## src/rtl/dma_datapath_primitives.sv

```systemverilog
// DMA datapath storage primitives: a retry-capable FIFO, a loadable up-counter
// and a general enable register. They share only the clock and reset.
module dma_datapath_primitives #(
  parameter int unsigned DATA_LEN        = 16,
  parameter int unsigned FIFO_DEPTH      = 5,
  parameter int unsigned FIFO_DIV_FACTOR = 3,
  parameter int unsigned CNT_LEN         = 15
) (
  input  logic                clk,
  input  logic                rst_n,
  input  logic                fifo_rst,
  input  logic                fifo_enable,
  input  logic                fifo_wr_rd,
  input  logic                fifo_old_add_flag,
  input  logic [DATA_LEN-1:0] fifo_in,
  output logic [DATA_LEN-1:0] fifo_out,
  output logic                fifo_full,
  output logic                fifo_empty,
  output logic                fifo_empty_partial,
  input  logic                cnt_rst,
  input  logic                cnt_en,
  input  logic                cnt_load,
  input  logic [CNT_LEN-1:0]  cnt_data_in,
  output logic [CNT_LEN-1:0]  cnt,
  output logic                cnt_end,
  input  logic                reg_rst,
  input  logic                reg_en,
  input  logic [DATA_LEN-1:0] reg_data_in,
  output logic [DATA_LEN-1:0] reg_data_out
);

  localparam int unsigned Entries   = 1 << FIFO_DEPTH;
  localparam int unsigned PtrW      = FIFO_DEPTH + 1;
  localparam int unsigned Threshold = Entries >> FIFO_DIV_FACTOR;

  logic [DATA_LEN-1:0] mem [Entries];
  logic [PtrW-1:0]     wr_ptr_q, rd_ptr_q, prev_wr_q, prev_rd_q;
  logic [PtrW-1:0]     occupancy;
  logic                do_write, do_read;
  logic [CNT_LEN-1:0]  cnt_q;
  logic [DATA_LEN-1:0] reg_q;

  // Extra wrap bit lets full and empty be told apart with equal low bits.
  assign occupancy          = wr_ptr_q - rd_ptr_q;
  assign fifo_full          = (occupancy == PtrW'(Entries));
  assign fifo_empty         = (occupancy == '0);
  assign fifo_empty_partial = (occupancy <= PtrW'(Threshold));
  assign fifo_out           = fifo_empty ? '0 : mem[rd_ptr_q[FIFO_DEPTH-1:0]];

  assign do_write = fifo_enable & fifo_wr_rd & ~fifo_full & ~fifo_rst & ~fifo_old_add_flag;
  assign do_read  = fifo_enable & ~fifo_wr_rd & ~fifo_empty & ~fifo_rst & ~fifo_old_add_flag;

  always_ff @(posedge clk) begin
    if (do_write) mem[wr_ptr_q[FIFO_DEPTH-1:0]] <= fifo_in;
  end

  always_ff @(posedge clk or negedge rst_n) begin
    if (!rst_n) begin
      wr_ptr_q  <= '0;
      rd_ptr_q  <= '0;
      prev_wr_q <= '0;
      prev_rd_q <= '0;
    end else if (fifo_rst) begin
      wr_ptr_q  <= '0;
      rd_ptr_q  <= '0;
      prev_wr_q <= '0;
      prev_rd_q <= '0;
    end else if (fifo_old_add_flag) begin
      // Retry: roll back the last step on the side selected by fifo_wr_rd.
      if (fifo_wr_rd) wr_ptr_q <= prev_wr_q;
      else            rd_ptr_q <= prev_rd_q;
    end else if (do_write) begin
      prev_wr_q <= wr_ptr_q;
      wr_ptr_q  <= wr_ptr_q + PtrW'(1);
    end else if (do_read) begin
      prev_rd_q <= rd_ptr_q;
      rd_ptr_q  <= rd_ptr_q + PtrW'(1);
    end
  end

  always_ff @(posedge clk or negedge rst_n) begin
    if (!rst_n) begin
      cnt_q <= '0;
    end else if (cnt_rst) begin
      cnt_q <= '0;
    end else if (cnt_en) begin
      if (cnt_load) cnt_q <= cnt_data_in;
      else          cnt_q <= cnt_q + CNT_LEN'(1);
    end
  end

  assign cnt     = cnt_q;
  assign cnt_end = &cnt_q;

  always_ff @(posedge clk or negedge rst_n) begin
    if (!rst_n) begin
      reg_q <= '0;
    end else if (reg_rst) begin
      reg_q <= '0;
    end else if (reg_en) begin
      reg_q <= reg_data_in;
    end
  end

  assign reg_data_out = reg_q;

endmodule

```

## config.mk

```make
export PLATFORM = sky130hd
export DESIGN_NAME = dma_datapath_primitives
export DESIGN_NICKNAME = d
export VERILOG_FILES = /design/src/rtl/dma_datapath_primitives.sv
export SDC_FILE = /design/constraint.sdc
export NUM_CORES = 1
export LEC_CHECK = 0
export ABC_AREA = 1
export BUFFER_PORTS_ARGS = -buffer_cell sky130_fd_sc_hd__buf_2
export CORE_ASPECT_RATIO = 1.5
export CORE_UTILIZATION = 39
export CTS_BUF_LIST = sky130_fd_sc_hd__clkbuf_8
export DETAILED_ROUTE_END_ITERATION = 8
export GPL_ROUTABILITY_DRIVEN = 1
export PLACE_DENSITY = 0.57
export SYNTH_ARGS = -nofsm -noshare
export SYNTH_HDL_FRONTEND = slang
export SYNTH_SLANG_ARGS = --single-unit
```

## constraint.sdc

```tcl
create_clock -name clk -period 4.7 [get_ports clk]
set_clock_uncertainty 0.1 [all_clocks]
set_input_delay 0.94 -clock clk [delete_from_list [all_inputs] [get_ports clk]]
set_output_delay 0.94 -clock clk [all_outputs]
set_load 0.005 [all_outputs]
```

==> results.md <==
- Avg Cell Area, Syn: 11.6 sq um
- Final Max Slew Viols: 0
- Largest net degree at the start of global routing: 211
- PortBufs: 108
- XOR/XNOR Fraction of Synth Area: 0.331%
- DR iter-0 viols: 1520
- Fmax: 231 MHz
- Peak VDD IR: 0.187 mV
- EDFF count, synth: 512
- DR WL/cell: 21.8 um
- Routed Antenna Nets: 0
- Fin area: 26800 sq um
- # DRC: 0
- IO Pins: 109
- Vias in the first global route: 16500
- RSZ-0062 raised after global routing: no
- Register-to-register setup slack: 1.13 ns
- P_int: 7.74 mW
- Fillers: 5571
- Num CTS Buffers: 85
- Worst Hold Class: input port to asynchronous set/reset pin
- Crit Path Max Fanout: 125
- Pwr dens: 390 nW/um^2
- Post-CTS Hold Fix Bufs: 0
- Cells after DPL: 2884
- Endpoint type of the worst setup path: output port
- Post-Synthesis Net Count: 2129
- Final wirelength: 66300 um
- Sequential cell fraction of total power: 53.2%
- Final worst-path cycle share: 92.3%
- Via count: 16400
- Design Power: 10.4 mW
- Multiplexer area fraction after synthesis: 0%
- Asr flop ratio synth: 9.70%
- Final number of setup-violating endpoints: 0
- Cell count after synthesis: 2060
- DP HPWL: 39300 um
- Yosys warnings: 0
- Finished Layout Cells: 3042
- Main combinational cell family by area after synthesis: simple AND/OR/NAND/NOR gates
- Minimum clock period: 4.34 ns
- Critical path arrival: 3.30 ns
- Gate power share: 10.4%
- Worst hold slack: 0.290 ns
- Synth top area share: 64.5%
- Chip Height: 305 um
- TritonRoute pass-1 iters: 7
- CTS root buffer: clkbuf_8
- Initial Util: 39.5%
- Antenna violations before repair: 4
- Leading cell types in the layout, fill and taps excluded: nand2_1, edfxtp_1, nand3_1
- Clock power frac: 36.3%
- Dpl cell area: 25200 sq um
- Most common cell after layout, fill and taps aside: nand2_1
- Crit Path Category: flop to output port
- Vias/cell: 5.39
- Main synth FF type: edfxtp_1
- Layout area overhead: 12.3%
- Status: finished, final reports clean
- Sw Pwr: 2.70 mW
- Clock transition at path regs: 0.06 ns
- First-pass GRT wire length: 100000 um
- Final GP Congestion: 0.938
- Die area: 62100 sq um
- Mapped Area: 23800 sq um
- Post-CTS setup buffers: 0
- Slew headroom: 22.8%
- Clock sinks: 567
- Clk_lat worst skew: 0.68 ns
- CTS tree: done
- Yosys reg bits: 567
- Row count: 110
- Worst R2R Start: rd_ptr_q[3]$_DFFE_PN0P_
- Overall routing resource usage: 21.6%
- Yosys top cell by area: edfxtp_1
- Maxcap violations: 0
- Reg2reg end: mem[26][12]$_DFFE_PP_
- Sequential area share after synthesis: 70.3%
- Switching part of the total: 25.8%
- Simple-gate share of the synthesized area: 16.2%
- FF-to-FF path depth: 12
- Core area: 60300 sq um
- Layout cells sized above 1: 12.9%
- Remaining Overflow, GRT: 0
- Worst Setup Start Kind: flop
- Clk buf depth: 3
- Synth Area in Adders: 0.577%
- Post-synth cell types: 36
- Largest cells by area after synthesis: edfxtp_1, nand2_1, dfrtp_1
- Compound-cell area share of the yosys netlist: 8.56%
- Final nets: 2256
- CTS H-tree depth: 3
- Post-cts resize count: 0
- Slew @ Worst Pin: 1.16 ns
- Final Hold Vio Count: 0
- Setup tns final: 0 ns
- Required time of the critical path: 3.66 ns
- Leakage: 10.1 nW
- Die span in x: 204 um
[cell families (layout without fill, tap and decap cells)]
group / Yosys count / in the layout
other cells: 0 / 2
buf+inv: 202 / 398
simple gates: 916 / 916
fa+ha+maj: 11 / 11
flops: 567 / 567
xor+xnor: 9 / 9
compound gates: 355 / 355
[cell usage after synthesis (3+ instances only)]
cell type,count
a21oi_1,165
a22o_1,30
a22oi_1,37
buf_1,5
buf_2,62
buf_4,19
buf_6,8
clkbuf_1,26
dfrtp_1,55
edfxtp_1,512
ha_1,11
inv_1,76
inv_2,3
nand2_1,545
nand2_4,8
nand3_1,215
nand4_1,10
nor2_1,119
nor3_1,8
o211ai_1,8
o21ai_0,78
o21ai_1,9
o22ai_1,26
xor2_1,8
[stage by stage]
step	utilization (%)	worst slack, ns
after floorplan	-	1.18
after global placement	41.8	1.10
after detailed placement	41.8	1.08
after CTS	44.4	0.312
after global routing	44.4	0.149
final	44.4	0.363
[sequential cells by signal (all words and copies together), names as in the netlist]
name          flops
rd_ptr_q          6
reg_data_out     16
prev_rd_q         6
mem             512
cnt              15
wr_ptr_q          6
prev_wr_q         6
[power by group through the flow]
stage	clock network [mW]	logic [mW]	registers (mW)
after floorplan	0	0.655	5.65
after global placement	0	1.08	5.66
after detailed placement	0	1.09	5.66
after CTS	3.89	1.09	5.56
after global routing	4.08	1.20	5.56
final	3.79	1.09	5.56
[worst max-delay path: stages, from the launching register on]
cell	delay, ns
dfrtp_4	0.53
inv_8	0.52
buf_12	0.32
nand2_1	0.08
a22oi_1	0.19
nand2_1	0.09
nand3_1	0.22
nand3_1	0.11
a21oi_1	0.23
buf_2	0.16
[worst max path at each step]
stage                                 start              endpoint  cells after the start
CTS                 rd_ptr_q[0]$_DFFE_PN0P_           fifo_out[0]                     10
floorplan           rd_ptr_q[1]$_DFFE_PN0P_  mem[31][0]$_DFFE_PP_                     15
detailed placement  rd_ptr_q[0]$_DFFE_PN0P_           fifo_out[0]                     10
finish              rd_ptr_q[0]$_DFFE_PN0P_           fifo_out[2]                      9
global route        rd_ptr_q[0]$_DFFE_PN0P_           fifo_out[0]                     10
global placement    rd_ptr_q[0]$_DFFE_PN0P_           fifo_out[0]                     10
[layout make-up]
class | instances | area [sq um] | area share (%)
repair buffers | 160 | 993 | 3.71
multi-input cells | 1291 | 6120 | 22.9
flip-flops and latches | 567 | 16800 | 62.6
well taps | 784 | 981 | 3.67
diodes | 2 | 5.00 | 0.0187
clock inverters | 65 | 330 | 1.23
inverters | 82 | 318 | 1.19
clock buffers | 91 | 1250 | 4.68
[per-layer routing]
| layer | vias to the layer above | track usage (%) | share of wire (%) |
|---|---|---|---|
| met5 | - | 0 | 0.030 |
| met2 | 607 | 36.9 | 50 |
| met4 | 4 | 13.2 | 5.8 |
| li1 | 7576 | - | - |
| met3 | 162 | 3.65 | 5.8 |
| met1 | 8047 | 25.1 | 38 |
(Power assumes the default switching activity.)
